$ cat src/rtl/pool2d_stream.sv
// Streaming non-overlapping KxL pooling (avg/max/sum) over a row-major map, one partial-result row buffered.
// Latency: result valid on the edge after the window's last pixel; 1 pixel/cycle with no backpressure.
// Backpressure: a held result blocks DIN_RDY combinationally; results are never dropped.
module pool2d_stream #(
    parameter int INWIDTH   = 16,
    parameter int ACC_WIDTH = 28,
    parameter int MAX_W     = 128,
    parameter int DIM_WIDTH = 8
) (
    input  logic                        CLK,
    input  logic                        RESET,
    input  logic                        EN,
    input  logic                        START,
    input  logic        [1:0]           MODE,
    input  logic        [DIM_WIDTH-1:0] CFG_H,
    input  logic        [DIM_WIDTH-1:0] CFG_W,
    input  logic        [DIM_WIDTH-1:0] CFG_K,
    input  logic        [DIM_WIDTH-1:0] CFG_L,
    input  logic        [4:0]           CFG_SHIFT,
    input  logic signed [INWIDTH-1:0]   DIN,
    input  logic                        DIN_VLD,
    output logic                        DIN_RDY,
    output logic signed [INWIDTH-1:0]   DOUT,
    output logic                        DOUT_VLD,
    input  logic                        DOUT_RDY,
    output logic                        DOUT_OVFL,
    output logic                        BUSY,
    output logic                        DONE,
    output logic                        ERR
);
    localparam int CW  = $clog2(MAX_W);
    localparam int DW1 = DIM_WIDTH + 1;
    localparam logic signed [ACC_WIDTH:0] SAT_MAX = (ACC_WIDTH+1)'((2**(INWIDTH-1)) - 1);
    localparam logic signed [ACC_WIDTH:0] SAT_MIN = (ACC_WIDTH+1)'(-(2**(INWIDTH-1)));

    typedef enum logic [1:0] {S_IDLE, S_RUN, S_DRAIN} state_t;

    state_t                 state_q;
    logic [1:0]             mode_q;
    logic [DIM_WIDTH-1:0]   h_q, w_q, k_q, l_q;
    logic [4:0]             shift_q;
    logic [DIM_WIDTH-1:0]   row_q, col_q, kr_q, lc_q;
    logic [CW-1:0]          c_q;
    logic signed [INWIDTH-1:0] dout_q;
    logic                   dout_vld_q, ovfl_q, busy_q, done_q, err_q;
    logic signed [ACC_WIDTH-1:0] pbuf_q [MAX_W];

    logic                   cfg_ok, accept, col_in, row_in, in_win, first, last;
    logic signed [ACC_WIDTH-1:0] din_ext, rd, acc_d;
    logic signed [ACC_WIDTH:0]   rnd, res;
    logic signed [INWIDTH-1:0]   sat_dat;
    logic                   sat_ovfl;

    assign cfg_ok = (MODE != 2'b00) && (CFG_K != '0) && (CFG_K <= CFG_H) &&
                    (CFG_L != '0) && (CFG_L <= CFG_W) && ({1'b0, CFG_W} <= DW1'(MAX_W));

    assign DIN_RDY = (state_q == S_RUN) && EN && (!dout_vld_q || DOUT_RDY);
    assign accept  = DIN_RDY && DIN_VLD;

    // A pixel counts only if the window it belongs to fits entirely inside the map.
    assign col_in = ({1'b0, col_q} - {1'b0, lc_q} + {1'b0, l_q}) <= {1'b0, w_q};
    assign row_in = ({1'b0, row_q} - {1'b0, kr_q} + {1'b0, k_q}) <= {1'b0, h_q};
    assign in_win = col_in && row_in;
    assign first  = (kr_q == '0) && (lc_q == '0);
    assign last   = (kr_q == k_q - DIM_WIDTH'(1)) && (lc_q == l_q - DIM_WIDTH'(1));

    assign din_ext = {{(ACC_WIDTH-INWIDTH){DIN[INWIDTH-1]}}, DIN};
    assign rd      = pbuf_q[c_q];

    always_comb begin
        acc_d = rd + din_ext;
        if (first)
            acc_d = din_ext;
        else if (mode_q == 2'b10)
            acc_d = (din_ext > rd) ? din_ext : rd;
    end

    always_comb begin
        rnd = {acc_d[ACC_WIDTH-1], acc_d};
        res = rnd;
        if (mode_q == 2'b01 && shift_q != 5'd0) begin
            rnd = {acc_d[ACC_WIDTH-1], acc_d} + ((ACC_WIDTH+1)'(1) << (shift_q - 5'd1));
            res = rnd >>> shift_q;
        end
        sat_ovfl = 1'b1;
        if (res > SAT_MAX)
            sat_dat = {1'b0, {(INWIDTH-1){1'b1}}};
        else if (res < SAT_MIN)
            sat_dat = {1'b1, {(INWIDTH-1){1'b0}}};
        else begin
            sat_dat  = res[INWIDTH-1:0];
            sat_ovfl = 1'b0;
        end
    end

    always_ff @(posedge CLK) begin
        if (!RESET && accept && in_win)
            pbuf_q[c_q] <= acc_d;
    end

    always_ff @(posedge CLK) begin
        if (RESET) begin
            state_q    <= S_IDLE;
            mode_q     <= '0;
            h_q        <= '0;
            w_q        <= '0;
            k_q        <= '0;
            l_q        <= '0;
            shift_q    <= '0;
            row_q      <= '0;
            col_q      <= '0;
            kr_q       <= '0;
            lc_q       <= '0;
            c_q        <= '0;
            dout_q     <= '0;
            dout_vld_q <= 1'b0;
            ovfl_q     <= 1'b0;
            busy_q     <= 1'b0;
            done_q     <= 1'b0;
            err_q      <= 1'b0;
        end else if (EN) begin
            done_q <= 1'b0;
            err_q  <= 1'b0;
            if (dout_vld_q && DOUT_RDY)
                dout_vld_q <= 1'b0;
            if (accept && in_win && last) begin
                dout_q     <= sat_dat;
                ovfl_q     <= sat_ovfl;
                dout_vld_q <= 1'b1;
            end
            case (state_q)
                S_IDLE: begin
                    if (START) begin
                        if (cfg_ok) begin
                            state_q <= S_RUN;
                            busy_q  <= 1'b1;
                            mode_q  <= MODE;
                            h_q     <= CFG_H;
                            w_q     <= CFG_W;
                            k_q     <= CFG_K;
                            l_q     <= CFG_L;
                            shift_q <= CFG_SHIFT;
                            row_q   <= '0;
                            col_q   <= '0;
                            kr_q    <= '0;
                            lc_q    <= '0;
                            c_q     <= '0;
                        end else begin
                            err_q <= 1'b1;
                        end
                    end
                end
                S_RUN: begin
                    if (accept) begin
                        if (col_q == w_q - DIM_WIDTH'(1)) begin
                            col_q <= '0;
                            lc_q  <= '0;
                            c_q   <= '0;
                            row_q <= row_q + DIM_WIDTH'(1);
                            kr_q  <= (kr_q == k_q - DIM_WIDTH'(1)) ? '0 : kr_q + DIM_WIDTH'(1);
                            if (row_q == h_q - DIM_WIDTH'(1))
                                state_q <= S_DRAIN;
                        end else begin
                            col_q <= col_q + DIM_WIDTH'(1);
                            if (lc_q == l_q - DIM_WIDTH'(1)) begin
                                lc_q <= '0;
                                c_q  <= c_q + CW'(1);
                            end else begin
                                lc_q <= lc_q + DIM_WIDTH'(1);
                            end
                        end
                    end
                end
                S_DRAIN: begin
                    if (!dout_vld_q || DOUT_RDY) begin
                        state_q <= S_IDLE;
                        busy_q  <= 1'b0;
                        done_q  <= 1'b1;
                    end
                end
                default: state_q <= S_IDLE;
            endcase
        end
    end

    assign DOUT      = dout_q;
    assign DOUT_VLD  = dout_vld_q;
    assign DOUT_OVFL = ovfl_q;
    assign BUSY      = busy_q;
    assign DONE      = done_q;
    assign ERR       = err_q;
endmodule

$ cat config.mk
export PLATFORM = sky130hd
export DESIGN_NAME = pool2d_stream
export DESIGN_NICKNAME = d
export VERILOG_FILES = /design/src/rtl/pool2d_stream.sv
export SDC_FILE = /design/constraint.sdc
export NUM_CORES = 2
export LEC_CHECK = 0
export ABC_AREA = 1
export CAP_MARGIN = 20
export CORE_ASPECT_RATIO = 1.5
export CORE_MARGIN = 5
export CORE_UTILIZATION = 46
export DETAILED_ROUTE_END_ITERATION = 6
export GPL_ROUTABILITY_DRIVEN = 0
export SLEW_MARGIN = 20
export SYNTH_ARGS = -nofsm -noshare
export SYNTH_HDL_FRONTEND = slang
export SYNTH_SLANG_ARGS = --single-unit
$ cat constraint.sdc
create_clock -name CLK -period 12.3 [get_ports CLK]
set_clock_uncertainty 0.2 [all_clocks]
set_input_delay 3.075 -clock CLK [delete_from_list [all_inputs] [get_ports CLK]]
set_output_delay 3.075 -clock CLK [all_outputs]
set_load 0.01 [all_outputs]
==> results.cfg <==
[sta]
worst_pin_slew_ps = 1306
setup_tns_ps = 0
hold_viol_final = 0
post-route-min-period_ps = 11480
rsz0062_at_grt = false
finalMaxSlewViolations = 0
setup_viol = 0
hold_ws_ps = 275.9
slew_headroom_pct = 11.99
fmax_mhz = 87.12
finalCritPeriodShare_pct = 93.32

[die]
die_w_um = 482.5
coreArea_um2 = 333800
die_area_um2 = 346700
rows = 260
ioPinCount = 83
die_h_um = 718.7
start_util_pct = 46.15

[power]
internal-power_mw = 21.52
clkPwrFrac_pct = 36.5
comb_power_share_pct = 12.3
switching_share_pct = 26.28
p_total_mw = 29.19
p_leak_nw = 57.19
seq_power_share_pct = 51.2
max-vdd-ir-drop_uv = 132.4
p_switching_mw = 7.669
p_per_area_nw_per_um2 = 169.0

[worst_setup_path]
crit_arrival_ps = 12110
critical_path_class = flop to flop
crit_top_cell = nand2_1
end_kind = flop
worstPathRequired_ps = 12930
crit_path_max_incr_delay_ps = 670
crit_path_start_kind = flop
worst_path_max_delay_cell = o32ai_1
path_max_fanout = 114

[clock_tree]
cts_hold_buffers = 0
cts_buffer_depth = 4
worstSkewPairLatency_ps = 950
clk_pin_slew_ps = 70
htreeDepth = 5
cts_tree = yes
cts_made_buffers = 344
clkSinkCount = 3692
root_buffer = clkbuf_16
cts_resized = 0
cts_setup_buffers = 0

[synth]
synth_area_leaders = edfxtp_1, o21ai_0, nor2_1, o22ai_1, nand2_1
synth_common_cells = edfxtp_1, nor2_1, o21ai_0
synth.avg_cell_area_um2 = 12.05
synth_cells = 12780
synth-seq-cells = 3692
yosys.area.top_type = edfxtp_1
netlist_area_um2 = 154000
async_reset_ff_share_pct = 0
synthDistinctLibCells = 63
synth_top_area_share_pct = 69.88
synth_most_common_cell = edfxtp_1
seq_area_frac_synth_pct = 71.28
ys_warn_count = 0
syn_nets = 13000
synth_edf_count = 3584
ys.flop_type = edfxtp_1

[drt]
viasPerCell = 6.214
num_vias = 108500
routed_wirelength_um = 514900
drtAntennaViolNets = 0
drt_iter0_drc = 13330
drc = 0
drtPass1Iterations = 6
wl_per_cell_um = 29.48

[status]
status = finished, final reports clean

[layout]
finalNonFillerCells = 17470
area.growth.synth_to_final_pct = 12.10
postLayoutCellArea_um2 = 172700
layout-drive-gt1-share_pct = 8.523
nNetsFinal = 12940

[grt]
grt_max_degree = 159
antenna_found_initial = 46
grt_pass1_vias = 104100
grt_overflow = 0
grt_pass1_wl_um = 735300
grt.total_usage_pct = 28.91

[placed_design]
placedCellCount = 16820
hpwl_um = 298900
port_buffers = 82
postPlaceCellArea_um2 = 161500

[worst_hold_path]
hp-class = flop to flop

[job]
drv_cap = 0
## through the flow
stage	setup WS [ps]	util, %
global placement	1250	48.25
global route	365.3	51.73
floorplan	129.3	-
CTS	1343	51.69
detailed placement	1247	48.39
finish	821.2	51.73
## path summary, 6_finish.rpt
path | from | slack (ps) | end | cells past startpoint
worst max-delay path | flop | 820 | DOUT[9] | 50
worst min-delay path | BUSY | 280 | BUSY | 2
worst max register to register | flop | 820 | DOUT[9] | 50
worst min register to register | BUSY | 280 | BUSY | 2
## sequential cells by signal, indices dropped and copies added, names as in the netlist, named ones only
register / flops
col_q: 8
DOUT_VLD: 1
kr_q: 8
DOUT_OVFL: 1
row_q: 8
DOUT: 16
k_q: 8
lc_q: 8
l_q: 8
state_q: 2
shift_q: 5
mode_q: 2
w_q: 8
DONE: 1
BUSY: 1
c_q: 7
h_q: 8
pbuf_q: 3584
ERR: 1
## power by group through the flow
stage	logic [mW]	registers [mW]	clock network (mW)
after floorplan	1.82	15.4	0
after global placement	3.46	15.2	0
after detailed placement	3.54	15.2	0
after CTS	3.55	14.9	10.7
after global routing	3.81	14.9	11.3
final	3.60	14.9	10.6
## layout make-up
cell class / count / area [um^2]
sequential: 3692 / 109800
clock buffer: 407 / 8950
multi-input combinational: 7843 / 40000
timing repair buffer: 457 / 4741
tap: 4454 / 5573
antenna: 22 / 55.05
clock inverter: 212 / 2066
inverter: 378 / 1469
fill: 28180 / 161100
## kinds of logic (layout without fill, tap and decap cells)
kind of cell / count (synthesis) / after routing / share of synthesized area, %
and+or+nand+nor: 3768 / 3768 / 9.654
buffers and inverters: 1243 / 1454 / 3.492
other: 0 / 22 / 0
adders and majority gates: 162 / 162 / 1.404
DFF: 3692 / 3692 / 71.28
AOI/OAI and AO/OA: 3836 / 3836 / 13.73
xor gates and xnor gates: 77 / 77 / 0.4379
## worst max-delay path: cells and delay by family, from the launching register on
family / cells / cell delay [ps]
XOR/XNOR: 1 / 210
AO/OA/AOI/OAI: 15 / 4540
buffers and inverters: 7 / 1540
AND/OR/NAND/NOR: 24 / 2660
flip-flops: 1 / 620
adder cells (fa/ha/maj): 3 / 1070
## layout by cell type (no fill, tap or decap), types with 16 or more instances in the layout
cell	n
buf_4	294
clkinv_1	69
clkbuf_16	348
buf_12	66
a211oi_1	16
o211ai_1	24
ha_1	144
bufinv_16	33
nand2_1	630
clkinv_2	72
nor3_1	48
dfxtp_1	102
o21ai_1	31
edfxtp_1	3584
xor2_1	49
nand3_1	319
o22ai_1	1071
xnor2_1	28
o21ai_0	2335
fa_1	18
nor2_1	2531
inv_1	353
o32ai_1	53
nor2_2	30
a21oi_1	198
clkdlybuf4s50_1	81
nor2_4	100
a31oi_1	17
diode_2	22
clkbuf_1	57
or2_2	17
clkinvlp_4	17
nand4_1	29
## layer usage
metal  global-route usage (%)  routed length [um]  share of wire, %  up-vias
met5                        0                 133             0.026        -
met4                    20.05               42790               8.3       20
met3                    4.988               44140               8.6     1392
met2                    47.63              248600                48     5825
met1                    34.53              179200                35    54410
li1                         -                   -                 -    46890
No activity file was read; power rests on OpenSTA's default activity.
